File: config.mk
export PLATFORM = sky130hd
export DESIGN_NAME = instr_fetch
export DESIGN_NICKNAME = d
export VERILOG_FILES = /design/src/rtl/rv_fetch_pkg.sv /design/src/rtl/fetch_fifo.sv /design/src/rtl/instr_fetch.sv
export SDC_FILE = /design/constraint.sdc
export NUM_CORES = 1
export LEC_CHECK = 0
export BUFFER_PORTS_ARGS = -buffer_cell sky130_fd_sc_hd__buf_4
export CAP_MARGIN = 25
export CORE_MARGIN = 1
export CORE_UTILIZATION = 44
export DETAILED_ROUTE_END_ITERATION = 12
export HOLD_SLACK_MARGIN = 0.15
export PLACE_DENSITY_LB_ADDON = 0.1
export SLEW_MARGIN = 20
export SYNTH_ARGS = -nofsm -noshare
export SYNTH_HDL_FRONTEND = slang
export SYNTH_HIERARCHICAL = 1
export SYNTH_SLANG_ARGS = --single-unit
File: constraint.sdc
create_clock -name clk -period 4.5 [get_ports clk]
set_input_delay 0.45 -clock clk [delete_from_list [all_inputs] [get_ports clk]]
set_output_delay 0.45 -clock clk [all_outputs]
set_load 0.01 [all_outputs]
File: src/rtl/rv_fetch_pkg.sv
// Shared types and constants for the RV32 instruction fetch front end.
package rv_fetch_pkg;

  localparam int XLEN = 32;
  localparam logic [XLEN-1:0] PC_STEP   = 32'd4;
  localparam logic [XLEN-1:0] INSTR_NOP = 32'h0000_0013;

  typedef struct packed {
    logic [XLEN-1:0] pc;
    logic [XLEN-1:0] instr;
  } fetch_entry_t;

endpackage

File: src/rtl/fetch_fifo.sv
// In-order prefetch buffer holding fetched words with their issue PC.
// Head is presented combinationally; outputs read as zero while empty.
module fetch_fifo
  import rv_fetch_pkg::*;
#(
  parameter int DEPTH = 4
) (
  input  logic                       clk,
  input  logic                       rst_ni,
  input  logic                       push_i,
  input  logic                       pop_i,
  input  logic                       flush_i,
  input  logic [XLEN-1:0]            wpc_i,
  input  logic [XLEN-1:0]            winstr_i,
  output logic                       valid_o,
  output logic [XLEN-1:0]            rpc_o,
  output logic [XLEN-1:0]            rinstr_o,
  output logic [$clog2(DEPTH):0]     count_o
);

  localparam int AW = $clog2(DEPTH);
  localparam int CW = AW + 1;

  fetch_entry_t  mem_q [DEPTH];
  fetch_entry_t  head;
  logic [AW-1:0] wr_ptr_q, wr_ptr_d;
  logic [AW-1:0] rd_ptr_q, rd_ptr_d;
  logic [CW-1:0] count_q, count_d;
  logic          do_push, do_pop;

  always_comb begin
    do_push  = push_i && !flush_i;
    do_pop   = pop_i && (count_q != '0) && !flush_i;
    wr_ptr_d = wr_ptr_q;
    rd_ptr_d = rd_ptr_q;
    count_d  = count_q;
    if (flush_i) begin
      wr_ptr_d = '0;
      rd_ptr_d = '0;
      count_d  = '0;
    end else begin
      if (do_push) wr_ptr_d = wr_ptr_q + AW'(1);
      if (do_pop)  rd_ptr_d = rd_ptr_q + AW'(1);
      count_d = count_q + CW'(do_push) - CW'(do_pop);
    end
  end

  always_ff @(posedge clk or negedge rst_ni) begin
    if (!rst_ni) begin
      wr_ptr_q <= '0;
      rd_ptr_q <= '0;
      count_q  <= '0;
    end else begin
      wr_ptr_q <= wr_ptr_d;
      rd_ptr_q <= rd_ptr_d;
      count_q  <= count_d;
    end
  end

  // Storage is data-only; occupancy is tracked by the reset counters above.
  always_ff @(posedge clk) begin
    if (do_push) mem_q[wr_ptr_q] <= '{pc: wpc_i, instr: winstr_i};
  end

  assign head     = mem_q[rd_ptr_q];
  assign valid_o  = (count_q != '0);
  assign rpc_o    = valid_o ? head.pc : '0;
  assign rinstr_o = valid_o ? head.instr : '0;
  assign count_o  = count_q;

endmodule

File: src/rtl/instr_fetch.sv
// RV32 fetch front end: PC generation, credit-limited request issue,
// in-order response tracking with redirect discard, and prefetch buffering.
module instr_fetch
  import rv_fetch_pkg::*;
#(
  parameter logic [31:0] RESET_PC = 32'h0000_0000,
  parameter int          DEPTH    = 4
) (
  input  logic        clk,
  input  logic        rst,
  output logic        imem_req,
  output logic [31:0] imem_addr,
  input  logic        imem_ready,
  input  logic        imem_rvalid,
  input  logic [31:0] imem_rdata,
  input  logic        redirect_valid,
  input  logic [31:0] redirect_pc,
  output logic        if_valid,
  output logic [31:0] if_instr,
  output logic [31:0] if_pc,
  input  logic        if_ready
);

  localparam int          CW    = $clog2(DEPTH) + 1;
  localparam logic [CW:0] LIMIT = (CW + 1)'(DEPTH);

  logic            run_q;
  logic [XLEN-1:0] pc_q, pc_d;
  logic [XLEN-1:0] rsp_pc_q, rsp_pc_d;
  logic [CW-1:0]   outstanding_q, outstanding_d;
  logic [CW-1:0]   discard_q, discard_d;
  logic [CW-1:0]   fifo_count;
  logic [CW:0]     level;
  logic [XLEN-1:0] redirect_tgt;
  logic            accept, drop, push, pop;
  logic            unused_pc_lsb;

  assign unused_pc_lsb = ^redirect_pc[1:0];
  assign redirect_tgt  = {redirect_pc[31:2], 2'b00};

  // Credit uses registered occupancy only, so the FIFO can never overflow.
  always_comb begin
    level     = {1'b0, fifo_count} + {1'b0, outstanding_q};
    imem_req  = run_q && !redirect_valid && (level < LIMIT);
    imem_addr = pc_q;
    accept    = imem_req && imem_ready;
    drop      = imem_rvalid && (redirect_valid || (discard_q != '0));
    push      = imem_rvalid && !drop;
    pop       = if_valid && if_ready;

    pc_d = pc_q;
    if (redirect_valid)  pc_d = redirect_tgt;
    else if (accept)     pc_d = pc_q + PC_STEP;

    outstanding_d = outstanding_q + CW'(accept) - CW'(imem_rvalid);

    discard_d = discard_q;
    if (redirect_valid)
      discard_d = outstanding_q - CW'(imem_rvalid);
    else if (imem_rvalid && (discard_q != '0))
      discard_d = discard_q - CW'(1);

    // Surviving responses are contiguous from the last redirect target.
    rsp_pc_d = rsp_pc_q;
    if (redirect_valid) rsp_pc_d = redirect_tgt;
    else if (push)      rsp_pc_d = rsp_pc_q + PC_STEP;
  end

  always_ff @(posedge clk or negedge rst) begin
    if (!rst) begin
      run_q         <= 1'b0;
      pc_q          <= RESET_PC;
      rsp_pc_q      <= RESET_PC;
      outstanding_q <= '0;
      discard_q     <= '0;
    end else begin
      run_q         <= 1'b1;
      pc_q          <= pc_d;
      rsp_pc_q      <= rsp_pc_d;
      outstanding_q <= outstanding_d;
      discard_q     <= discard_d;
    end
  end

  fetch_fifo #(
    .DEPTH (DEPTH)
  ) u_fifo (
    .clk      (clk),
    .rst_ni   (rst),
    .push_i   (push),
    .pop_i    (pop),
    .flush_i  (redirect_valid),
    .wpc_i    (rsp_pc_q),
    .winstr_i (imem_rdata),
    .valid_o  (if_valid),
    .rpc_o    (if_pc),
    .rinstr_o (if_instr),
    .count_o  (fifo_count)
  );

endmodule

; ---- Word level (Yosys, flattened, before mapping)
; Memory sizes are Yosys's and may differ from the RTL's.
; Index checks and enable logic that the tools add are counted.
[totals]
out_inout_bits = 98
mem_bits_ro = 0
regBits = 78
inputBits = 70
ram_bits = 256
latchBits = 0
n_memories = 1
word_cells = 56
[op_classes]
bitwise_logic = 0
n_shift = 0
n_div = 0
n_lt_le_gt_ge = 1
mul = 0
n_mux = 15
n_reduce_logical = 20
n_eq_ne = 0
addsub = 11
[memory_table]
columns = name, depth, width, read_ports, rd_clocked_by_memory_dff, write_ports, line
row1 = u_fifo.mem_q, 4, 64, 1, 0, 1, fetch_fifo.sv:24  ; fetch_entry_t mem_q [DEPTH];
[ops]
columns = op, count
row1 = 32-bit two-way mux, 6
row2 = 32-bit by 3-bit adder with 32-bit output (second input constant), 2
row3 = 1-bit logical AND, 10
row4 = 2-bit nonzero test, 5
row5 = 3-bit two-way mux, 3
row6 = 3-bit by 1-bit subtractor with 3-bit output, 3
row7 = 2-bit two-way mux, 4
row8 = 3-bit by 1-bit adder with 3-bit output, 2
row9 = 3-bit nonzero test, 2
row10 = 2-bit by 1-bit adder with 2-bit output (second input constant), 2
row11 = 3-bit by 3-bit adder with 4-bit output, 1
row12 = 4-bit by 3-bit less-than comparator with 1-bit output (second input constant), 1
row13 = 3-bit by 1-bit subtractor with 3-bit output (second input constant), 1
row14 = 1-bit logical NOT, 2
row15 = 1-bit two-way mux, 2
row16 = 1-bit logical OR, 1

; ---- Logic depth before layout (Yosys ltp)
; Gate-level depths: netlist of the first run.
[logic_depth]
ltp_word = 9
depth_mapped = 13

; ---- By module
; The synthesis of the first run kept the hierarchy.
[by_module_without_submodules]
columns = mod, area_each_um2, instances, seq_area_each_um2, cells_each
row1 = fetch_fifo, 10154.7, 1, 7862.5, 449
row2 = instr_fetch, 3887.5, 1, 1676.6, 408

; ---- Least setup slack after synthesis of the first run
; OpenSTA, ideal clock, no wires.
[synth_path]
path_kind = input to register
startpoint = in redirect_valid
endpoint = mem u_fifo/mem_q[0][0] (netlist bit), enable pin
cell_stages = 5
t_required_ps = 4071
path_slack_ps = 1235
t_arrival_ps = 2836
setup_time_ps = 429
path_buffers = 2
cell_sequence = clkbuf_1 > clkbuf_1 > nor2_1 > nor2b_1 > and2_1
[synth_via]
elab_chain_cells = 7
word_cells_on_any_way = 8
[synth_lines]
columns = item, line
row1 = start: declaration, instr_fetch.sv:16  ; input logic redirect_valid,
row2 = 1-bit logical OR, instr_fetch.sv:47  ; drop = imem_rvalid && (redirect_valid || (discard_q != '0));
row3 = 1-bit logical AND, instr_fetch.sv:47
row4 = 1-bit logical NOT, instr_fetch.sv:48  ; push = imem_rvalid && !drop;
row5 = 1-bit logical AND, instr_fetch.sv:48
row6 = net push, instr_fetch.sv:35  ; logic accept, drop, push, pop;
row7 = 1-bit logical AND, fetch_fifo.sv:32  ; do_push = push_i && !flush_i;
row8 = 1-bit two-way mux, fetch_fifo.sv:62  ; if (do_push) mem_q[wr_ptr_q] <= '{pc: wpc_i, instr: winstr_i};
row9 = 1-bit two-way mux (implied by the code), fetch_fifo.sv:62
row10 = end: declaration, fetch_fifo.sv:24
; The timed path passes the listed nets, and every way through them passes these cells.

; ---- Worst setup path after layout of the first run
[layout_path]
startpoint = reg outstanding_q[2]
endpoint = reg outstanding_q[2]
[layout_via]
elab_chain_cells = 6
[layout_lines]
columns = item, line
row1 = start: declaration, instr_fetch.sv:30  ; logic [CW-1:0] outstanding_q, outstanding_d;
row2 = start signal: assignment, instr_fetch.sv:80  ; outstanding_q <= outstanding_d;
row3 = 3-bit by 3-bit adder with 4-bit output, instr_fetch.sv:43  ; level = {1'b0, fifo_count} + {1'b0, outstanding_q};
row4 = 4-bit by 3-bit less-than comparator with 1-bit output, instr_fetch.sv:44  ; imem_req = run_q && !redirect_valid && (level < LIMIT);
row5 = 1-bit logical AND, instr_fetch.sv:44
row6 = 1-bit logical AND, instr_fetch.sv:46  ; accept = imem_req && imem_ready;
row7 = 3-bit by 1-bit adder with 3-bit output (*), instr_fetch.sv:55  ; outstanding_d = outstanding_q + CW'(accept) - CW'(imem_rvalid);
row8 = 3-bit by 1-bit subtractor with 3-bit output (*), instr_fetch.sv:55
row9 = net outstanding_d[2], instr_fetch.sv:30
; Mark *: on every way through the listed nets, which the timed path passes. The rest lies on a longest branch.
; A chain may end at the register's enable or synchronous reset.

==> run summary, run 1 <==
The share of layout cells above drive strength 1 came out at 29.3%. The wire length reported by the detailed router was 28700 um; the via count normalized by instance count was 5.32. The post-cts gate resize count was 0. Buffers inserted to repair hold after CTS numbered 32. The clock network burns 40.9% of the power. For the number of nets in the layout, the log shows 1158. The aggregate global routing overflow is 0. Ranked by total cell area, the synthesized netlist is headed by edfxtp_1 55%, dfrtp_1 13%, mux4_2 10%. STA puts the critical path data required time at 4.88 ns.

In this run the power density over the cells is 408 mW/mm^2. The overall power is 7.03 mW, and the DRC violation total after the first TritonRoute iteration is 497. TritonCTS built the clock tree. The mapped netlist covers 0.0140 sq mm. After clock tree synthesis, the clock-pin slew on the worst setup and hold paths is 0.06 ns. Category of the worst setup path launch point: a flop. The number of synthesized flops with an enable pin is 256. Along the worst path, the maximum fanout reaches 22. STA puts the critical path data arrival time at 3.61 ns.

The largest incremental delay on the critical path was 0.42 ns; the number of global-route vias before repair was 8425. 168 I/O pins were placed. The share of synthesized flip-flops with an asynchronous set or reset is 22.4%, and the number of synthesized register bits is 330. Entering global routing, the biggest net connects 67 pins. For this run, design rule violations remaining after detail routing come to 0. First-pass GRT wire length: 46400 um.

The finished cells cover 0.0172 sq mm. The later pin in the worst-skew pair is clocked with a latency of 0.50 ns. Clock root buffer: clkbuf_16.

In the synthesized netlist, the cells that appear most often are 256 x edfxtp_1, 74 x dfrtp_1, 72 x and2_1. The internal power of the cells totals 5.48 mW. The flow ran to the end, and the final reports show no timing, DRC or antenna violations. For this run, the leading register cell type out of synthesis is edfxtp_1.

Derived from the worst setup path, the maximum achievable clock frequency is 0.310 GHz. Dividing the final minimum period by the clock period gives 71.7%. The number of placement rows came out at 65. Summed over all failing endpoints, the final setup total negative slack is 0 ns. Across all hold checks on the routed design, the worst slack comes to 0.183 ns. The congestion estimate from routability-driven global placement came to 0.826. The final-report hold violation count was 0. The growth of design area from synthesis to finish is 22.5%.

The post-layout instance count excluding filler cells is 1496. Once the floorplan was initialized, standard cells occupied 44.6% of the core. The final setup violation count came out at 0. At the pin with the least slew margin, the transition time is 0.966 ns. The sequential group share of total power was 50.7%; the first-pass detailed-route iteration total was 6. The power dissipated by switching net loads is 1.55 mW, and the post-DP HPWL is 16700 um. The number of placed instances, taps included, is 1398. The routed layout has 7956 vias. The critical path in this run is classified as reg -> reg.

The clock passes through at most 3 buffers. Across every metal layer, demand over resource in global routing totals 18.2%. The analysis attributes to cell leakage a power of 6.22 nW. A synthesized cell averages 16.4 sq um. Dividing the detail-routed wire length by the instance count gives 19.2 um. The number of setup buffers added after CTS is 0. By instance count, the leading cell after synthesis is edfxtp_1.

The number of antenna violations at the first check in global routing came out at 0. Among all stages on the critical path, the largest delay is contributed by dfrtp_1. The signal on the critical path passes through ha_1 > nor4b_1 > and4_1 > buf_4 > inv_1 > ha_1 > inv_1 > ha_1 > fa_1 > xnor2_1 > xnor2_1. The die outline width was 181 um; the register area was 0.00954 sq mm. For the number of nets still failing antenna checks after routing, the log shows 0. The instance area after placement is 0.0156 sq mm, and the max-cap check violation count is 0. Switching power share of the total: 22.1%. The worst clock skew came out at 0.0205 ns.

The total area inside the core boundary comes to 0.0315 sq mm. CTS built an H-tree with a depth of 2. Setup repair after global routing left no endpoint under its margin. For the synthesized instance count, the log shows 857. The worst setup slack before clock tree synthesis is 1.26 ns. The final worst-path setup slack is 1.27 ns, and the vertical extent of the die is 181 um. Buffers inserted during clock tree synthesis total 36. The floorplan step defined a die boundary enclosing 0.0326 sq mm. Class of the worst hold path: in -> reg. 0 antenna diodes ended up in the layout. edfxtp_1 takes more of the synthesized area than any other cell. The area of combinational cells with multiple inputs was 0.00420 sq mm.

The tightest slew margin relative to the limit is 35.6%, and the total count of max-transition violations in the final report is 0. Among the stages of the critical path, the cell type that occurs most often is ha_1. Fill cells in the final layout number 2606. Cells fill 54.7% of the core in the end. Count of unique library cells instantiated by Yosys: 58. STA classifies the critical path endpoint as a flop. For the maximum vdd drop, the log shows 0.212 mV. The count of yosys warnings during synthesis is 6.

The top-area cell type share of the netlist area came out at 54.7%. Sequential area share after synthesis: 67.9%. During placement, the flow inserted port buffers numbering 163. In this run, the combinational gates consume 8.4% of the power.

CTS saw 330 sinks. Time the worst path needs with I/O delays and setup: 3.23 ns.
==> cell families (layout without fill, tap and decap cells) <==
family	Yosys count	in the layout	synth area share, %
muxes	76	76	11.2
buffers and inverters	64	292	2.46
AOI/OAI and AO/OA	74	74	3.26
and+or+nand+nor	247	247	10.4
adders and majority gates	18	18	1.71
DFF	330	330	67.9
other	2	11	0.0535
xor gates and xnor gates	46	46	2.97
==> flip-flops by register name, indices dropped and copies added, names as in the netlist <==
signal           cells
rsp_pc_q            30
u_fifo/wr_ptr_q      2
u_fifo/mem_q       256
u_fifo/rd_ptr_q      2
imem_addr           30
u_fifo/count_o       3
discard_q            3
run_q                1
outstanding_q        3
==> power by group through the flow <==
stage	Clock (mW)	Sequential [mW]	Combinational, mW
detailed placement	0	3.62	0.573
global placement	0	3.62	0.565
CTS	2.95	3.56	0.598
floorplan	0	3.59	0.326
global route	3.08	3.58	0.669
finish	2.88	3.56	0.589
==> placed cells by master (no fill, tap or decap), types with 16 or more instances in the layout <==
cell type,netlist,layout
and2_1,72,68
buf_4,4,169
clkbuf_16,0,37
dfrtp_1,74,72
dlygate4sd3_1,0,32
edfxtp_1,256,256
ha_1,16,16
inv_1,23,23
mux4_2,64,64
nand2_1,39,39
nand3_1,25,25
nand4_1,20,20
nor2_1,30,30
o21ai_0,22,22
xnor2_1,27,27
xor2_1,18,18
==> path summary, 6_finish.rpt <==
kind | start | endpoint | slack (ns) | cells past startpoint
max | outstanding_q[2] | outstanding_q[2] | 1.27 | 11
min | imem_rdata[14] | u_fifo/mem_q[3][14] | 0.18 | 1
max reg2reg | outstanding_q[2] | outstanding_q[2] | 1.27 | 11
min reg2reg | outstanding_q[0] | outstanding_q[0] | 0.55 | 1
max in group asynchronous | rst | u_fifo/rd_ptr_q[0] | 3.14 | 3
min in group asynchronous | rst | imem_addr[30] | 0.55 | 2
==> per-layer routing <==
layer / global-route usage, % / wire [um] / up-vias
met5: 0 / 0 / -
met3: 2.99 / 1400 / 37
met4: 4.41 / 485 / 0
met2: 29.3 / 13300 / 226
met1: 25.9 / 13400 / 4015
li1: - / - / 3678
==> final cells by class <==
type | instances | area share (%)
clock buffer | 46 | 5.69
inverter | 24 | 0.524
clock inverter | 16 | 1.02
timing repair buffer | 206 | 9.95
tap | 402 | 2.92
multi-input combinational | 472 | 24.4
sequential | 330 | 55.5
==> critical path: cells and delay by family (launching register included) <==
kind,cells,cell delay [ns]
adder cells (fa/ha/maj),4,1.24
buffers and inverters,3,0.60
AND/OR/NAND/NOR,2,0.57
flip-flops,1,0.42
XOR/XNOR,2,0.27
(Power assumes the default switching activity.)
==> run 2, diff against run 1 <==
==> constraint.sdc (replaced) <==
create_clock -name clk -period 2.62 [get_ports clk]
set_input_delay 0.262 -clock clk [delete_from_list [all_inputs] [get_ports clk]]
set_output_delay 0.262 -clock clk [all_outputs]
set_load 0.01 [all_outputs]
==> run 2 against run 1 <==
Effect of this change:
- utilization is 2.1 points higher
- via count rose by 2.4%
- highest routed layer unchanged
- first-iteration DRC count decreased by 19%
- global-route usage about the same
- largest cell class unchanged
- largest power group unchanged
- critical path depth decreased by 1
- flip-flop and latch count unchanged
- combinational power up 88%
==> run summary, run 2 (synthesized netlist as in run 1, its figures left out) <==
The run finished with clean final reports. The tools report the number of levels in the clock H-tree as 2 (unchanged). The setup path with the least slack is of type reg -> reg. The leakage power figure was 6.56 nW (+5.3%); the number of nets still failing antenna checks after routing was 0 (unchanged). Category of cells accounting for the largest share of critical-path delay: adder cells. Largest incremental delay on the critical path: 0.43 ns (about the same).

First-pass GRT wire length: 46400 um (about the same). The DRC violation total after the first TritonRoute iteration was 402 (-19%). The flip-flop count of the largest register after layout was 256 (unchanged).

The tools report the clock root buffer as clkbuf_16. The clock-pin slew reported for the worst setup and hold paths after clock tree synthesis came out at 0.06 ns (about the same). The logs give 8149 (+2.4%) for the count of vias placed by the detailed router and 0.395 GHz (+28%) for the maximum operating frequency. The worst-case clock buffer depth is 3 (unchanged), and the tightest slew margin relative to the limit is 49.3% (+14 points). The run gives 0 (unchanged) as the number of antenna violations at the first check in global routing. The tools report the final setup violation count as 0 (unchanged).

The final-report hold violation count was 0 (unchanged); the vertical extent of the die was 181 um (unchanged). The share of layout cells above drive strength 1 was 31.1% (+1.9 points). The worst clock skew is 0.0181 ns (-0.00241 ns). Kind of capture point of the worst setup path: a flop. The max-cap check violation count was 0 (unchanged).

For the post-route core utilization, the log shows 56.8% (+2.1 points). The number of nets in the layout was 1219 (+5.3%); the clock sink count was 330 (unchanged). The number of placement rows was 65 (unchanged). Setup repair after global routing could not meet its margin everywhere.

Final period utilization: 96.6% (+25 points). The signal on the critical path passes through ha_1 > nor4b_2 > and4_1 > inv_2 > ha_1 > inv_1 > ha_1 > fa_2 > xnor2_2 > xnor2_1. The power density normalized to cell area came out at 688 mW/mm^2 (+68%).

The transition time at the pin with the least slew margin is 0.758 ns (-0.208 ns), and the critical path required time is 3.01 ns (-1.87 ns). The first-pass detailed-route iteration total is 6 (unchanged). The logs give 0.0315 sq mm (unchanged) for the core area and 18.2% (about the same) for the global-route usage over all layers.

The number of buffers inserted by port buffering was 163 (unchanged). For the post-DP HPWL, the log shows 18000 um (+7.4%). For this design, the slowest cell found on the critical path is dfrtp_2. The total CTS buffers came out at 36 (unchanged). Relative to the synthesized area, the layout overhead comes to 27.3%.

The DRC violations left is 0 (unchanged). The area of the die was 0.0326 sq mm (unchanged). Counting stages on the worst path, the most repeated cell is ha_1. Critical path buffer and inverter count: 2 (-1).

The number of global-route vias before repair was 8403 (-0.26%). The register area was 0.00955 sq mm (about the same). For the insertion delay of the later-clocked pin in the worst-skew pair, the log shows 0.51 ns (about the same). In the layout the commonest cells are 256 x edfxtp_1, 193 x buf_4, 70 x dfrtp_1. The run gives 0.345 mV (+63%) as the maximum vdd drop.

The number of inserted filler cells in the final layout came out at 2443 (-6.3%). TritonCTS built the clock tree. Via count normalized by instance count: 5.23 (-1.7%). The run gives 0 (unchanged) as the aggregate global routing overflow.

The run gives 28600 um (about the same) as the wire length reported by the detailed router. The category of the worst setup path launch point is a flop. The register with the most flip-flops in the final layout is u_fifo/mem_q.

The run gives 2.92 ns (-0.69 ns) as the signal arrival time at the worst endpoint. The worst hold path belongs to the class in -> reg. The leading cell type in the layout, fill and taps excluded is edfxtp_1. The time the worst path needs with I/O delays and setup is 2.53 ns (-0.697 ns), and the die outline width is 181 um (unchanged). Per-cell routed wire length: 18.4 um (-4.1%). The run gives 0 ns (unchanged) as the total negative slack for setup checks.

The tools report the final antenna diode count as 0 (unchanged). The number of primary I/O pins was 168 (unchanged). The highest net fanout along the worst path came out at 4 (-82%). The run gives 44.6% (unchanged) as the starting density of the core. The area of combinational cells with multiple inputs was 0.00422 sq mm (+0.39%); the routability-driven placement congestion ratio was 0.810 (-1.9%).

The logs give 66 (-1.5%) for the maximum number of pins on one net before global-route repair and 0 (unchanged) for the total count of max-transition violations in the final report.
[run 2: cell type report]
cell class                 instances  area share, %
clock inverter                    20           1.20
inverter                          24          0.504
clock buffer                      43           5.48
timing repair buffer             267           13.0
tap                              402           2.81
multi-input combinational        472           23.6
sequential                       330           53.4
[run 2: worst paths after layout]
check | endpoint | slack (ns) | start | cells after the start
max | outstanding_q[2] | 0.09 | u_fifo/count_o[2] | 10
max reg2reg | outstanding_q[2] | 0.09 | u_fifo/count_o[2] | 10
min reg2reg | outstanding_q[0] | 0.56 | outstanding_q[0] | 1
min in group asynchronous | imem_addr[29] | 0.32 | rst | 2
max in group asynchronous | imem_addr[18] | 1.70 | rst | 3
min | rsp_pc_q[17] | 0.18 | redirect_pc[17] | 3
[run 2: routing by layer]
metal	global-route usage, %	share of wire, %	routed length, um
met5	0	0	0
met4	4.41	1.4	413
met3	3.15	4.9	1420
met2	28.8	46	13200
met1	26.3	47	13500
[run 2: repair_timing]
| action | in CTS | in global routing |
|---|---|---|
| buffers inserted | 0 | 10 |
| endpoints found under the setup margin | 0 | 12 |
| resized for setup | 0 | 3 |
| hold buffers | 61 | 0 |
| endpoints found under the hold margin | 232 | 0 |
[run 2: worst register-to-register path, stage by stage (launching register included)]
cell and delay, ns:
dfrtp_2 0.43, ha_1 0.31, nor4b_2 0.27, and4_1 0.27
inv_2 0.05, ha_1 0.26, inv_1 0.04, ha_1 0.18
fa_2 0.35, xnor2_2 0.14, xnor2_1 0.12
[run 2: through the flow]
step	hold WS, ns	worst slack [ns]	cell area, sq um	power, mW	instances
after floorplan	-0.0336	-0.0222	14100	6.74	866
after global placement	0.320	0.0923	16000	7.23	1424
after detailed placement	0.327	0.0752	16000	7.24	1424
after CTS	0.152	0.0186	17800	12.4	1548
after global routing	0.183	-0.0372	17900	12.8	1558
final	0.184	0.0903	17900	12.3	1558
[run 2: report_power, final]
group / internal (mW) / switching (mW) / leakage (nW)
combinational: 0.569 / 0.539 / 2.79
clock: 3.14 / 1.94 / 0.589
sequential: 5.88 / 0.225 / 3.18
total: 9.59 / 2.70 / 6.56
==> run 3, diff against run 2 <==
--- a/config.mk
+++ b/config.mk
@@ -7,8 +7,10 @@
 export LEC_CHECK = 0
 export BUFFER_PORTS_ARGS = -buffer_cell sky130_fd_sc_hd__buf_4
 export CAP_MARGIN = 25
+export CELL_PAD_IN_SITES_DETAIL_PLACEMENT = 1
+export CELL_PAD_IN_SITES_GLOBAL_PLACEMENT = 2
 export CORE_MARGIN = 1
-export CORE_UTILIZATION = 44
+export CORE_UTILIZATION = 38
 export DETAILED_ROUTE_END_ITERATION = 12
 export HOLD_SLACK_MARGIN = 0.15
 export PLACE_DENSITY_LB_ADDON = 0.1
==> run 3 against run 2 <==
Effect of this change:
- fmax grew 0.37%
- combinational power up 4%
- clock power about the same
- design area rose by 0.51%
- utilization is 7.6 points lower
- global-route usage shrank 0.49 points
- count of clock-buffer cells in the layout rose by 3
- critical path type unchanged
- critical endpoint unchanged
- highest routed layer unchanged
==> run summary, run 3 (synthesized netlist as in run 1, its figures left out) <==
The area of the die is 0.0377 sq mm (+16%), and the number of inserted filler cells in the final layout is 3568 (+46%). Vertical extent of the die: 194 um (+7.5%). The tools report the number of antenna violations at the first check in global routing as 0 (unchanged).

The final-report hold violation count was 0 (unchanged). The tools report the number of placement rows as 70 (+7.7%). The count of vias placed by the detailed router was 8311 (+2.0%); the wire length reported by the detailed router was 32900 um (+15%). Time the worst path needs with I/O delays and setup: 2.52 ns (-0.00927 ns). The tools report the final setup violation count as 0 (unchanged). The share of layout cells above drive strength 1 was 31.6% (+0.47 points); the number of nets still failing antenna checks after routing was 0 (unchanged).

The flip-flop count of the largest register after layout is 256 (unchanged). Total CTS buffers: 36 (unchanged). The total negative slack for setup checks came out at 0 ns (unchanged). Power density normalized to cell area: 685 mW/mm^2 (-0.39%). In the layout the commonest cells are 256 x edfxtp_1, 200 x buf_4, 71 x dfrtp_1. Maximum number of pins on one net before global-route repair: 66 (unchanged).

The register with the most flip-flops in the final layout is u_fifo/mem_q. The per-cell routed wire length was 20.2 um (+9.7%). The first-pass GRT wire length came out at 51700 um (+11%). The clock-pin slew reported for the worst setup and hold paths after clock tree synthesis was 0.06 ns (about the same). The flow ran to the end, and the final reports show no timing, DRC or antenna violations. Final period utilization: 96.2% (-0.35 points). The tools report the critical register-to-register path startpoint as u_fifo/count_o[2].

The tools report the worst clock skew as 0.0196 ns (+0.00159 ns). The tightest slew margin relative to the limit came out at 47.1% (-2.2 points). The signal arrival time at the worst endpoint is 2.92 ns (about the same). Following the worst setup path forward leads to its endpoint at outstanding_q[2]. The logs give 2 (unchanged) for the number of levels in the clock H-tree and 330 (unchanged) for the clock sink count. The number of buffers inserted by port buffering was 163 (unchanged); the number of cells on the worst reg-to-reg path was 10 (unchanged).

For the number of global-route vias before repair, the log shows 8882 (+5.7%). The total count of max-transition violations in the final report was 0 (unchanged); the die outline width was 194 um (+7.5%). The aggregate global routing overflow was 0 (unchanged). For the maximum operating frequency, the log shows 0.397 GHz (+0.37%). The run gives 0.0365 sq mm (+16%) as the core area.

The setup path with the least slack is of type reg -> reg. Routability-driven placement congestion ratio: 0.744 (-8.2%). The library cell used most frequently in the layout, excluding fill and tap cells, is edfxtp_1. Transition time at the pin with the least slew margin: 0.791 ns (+0.0330 ns). The worst setup path is launched from a flop. The number of primary I/O pins was 168 (unchanged); the highest net fanout along the worst path was 3 (-1). The worst setup path is captured at a flop. Setup repair after global routing could not meet its margin everywhere. The class of the worst hold path was in -> reg.

The post-DP HPWL was 20600 um (+14%). The via count normalized by instance count is 5.09 (-2.6%), and the number of instances in the placed design is 1495 (+5.0%). The maximum vdd drop was 0.454 mV (+32%). The starting density of the core was 38.4% (-6.2 points). The first-pass detailed-route iteration total was 6 (unchanged). Clock tree synthesis selected as its root buffer the cell clkbuf_16.

The DRC violations left is 0 (unchanged). The tools report the post-layout instance count excluding filler cells as 1632 (+4.7%). Number of nets in the layout: 1224 (+0.41%).

The DRC violation total after the first TritonRoute iteration is 404 (+0.50%), and the worst setup slack for register-to-register paths is 0.1 ns (about the same). TritonCTS built the clock tree. Endpoint of the worst register-to-register path: outstanding_q[2]. The max-cap check violation count was 0 (unchanged); the critical path required time was 3.02 ns (about the same). The run gives 3 (unchanged) as the worst-case clock buffer depth. Start point of the critical path: u_fifo/count_o[2]. The insertion delay of the later-clocked pin in the worst-skew pair was 0.52 ns (about the same).

Compared with the post-synthesis result, the final layout area differs by 27.9%. The final antenna diode count is 0 (unchanged), and the leakage power figure is 6.57 nW (+0.24%). For the global-route usage over all layers, the log shows 17.7% (-0.49 points).
-- run 3: per-stage QoR --
stage | area (sq um) | setup slack (ns) | util (%) | total power, mW | hold WS, ns
CTS | 17900 | 0.00120 | 48.9 | 12.5 | 0.151
global placement | 16100 | 0.0912 | 44.0 | 7.27 | 0.267
floorplan | 14100 | -0.0222 | - | 6.74 | -0.0336
finish | 18000 | 0.0996 | 49.2 | 12.3 | 0.156
global route | 18000 | -0.0141 | 49.2 | 12.8 | 0.166
detailed placement | 16100 | 0.0741 | 44.0 | 7.29 | 0.271
-- run 3: final cells by class --
cell class / count / area [sq um] / share of cell area, %
Sequential cell: 330 / 9550 / 53.1
Multi-Input combinational cell: 472 / 4230 / 23.5
Timing Repair Buffer: 272 / 2340 / 13.0
Clock buffer: 46 / 970 / 5.40
Tap cell: 468 / 586 / 3.26
Clock inverter: 20 / 206 / 1.15
Inverter: 24 / 90.1 / 0.502
-- run 3: worst min path at each step --
stage | start | to | slack, ns | cells after the start
after floorplan | rst | discard_q[0] | -0.03 | 0
after global placement | rst | imem_addr[25] | 0.27 | 1
after detailed placement | rst | imem_addr[25] | 0.27 | 1
after CTS | redirect_pc[12] | rsp_pc_q[12] | 0.15 | 3
after global routing | redirect_pc[12] | imem_addr[12] | 0.17 | 3
final | redirect_pc[12] | imem_addr[12] | 0.16 | 3
-- run 3: worst max-delay path, cell delays in order, from the launching register on --
cell	delay, ns
dfrtp_1	0.41
ha_1	0.31
nor4b_2	0.25
and4_1	0.26
inv_2	0.05
ha_1	0.27
inv_1	0.04
ha_1	0.19
fa_2	0.36
xnor2_2	0.15
xnor2_1	0.12
-- run 3: routing by layer --
metal  wire length, um  GRT usage (%)
met1             15300           24.4
met2             15900           29.4
met3              1140           2.78
met4               630           4.56
met5                 0              0
-- run 3: power by group --
group | switching, mW | total (mW) | internal, mW
Clock | 2.03 | 5.05 | 3.02
Combinational | 0.565 | 1.15 | 0.581
Sequential | 0.228 | 6.11 | 5.88
-- run 3: repair_timing --
item	in CTS	in global routing
hold endpoints to repair	221	0
setup buffers	1	9
endpoints found under the setup margin	47	22
hold buffers	61	0
pin swaps	0	3
gates resized for setup	0	4
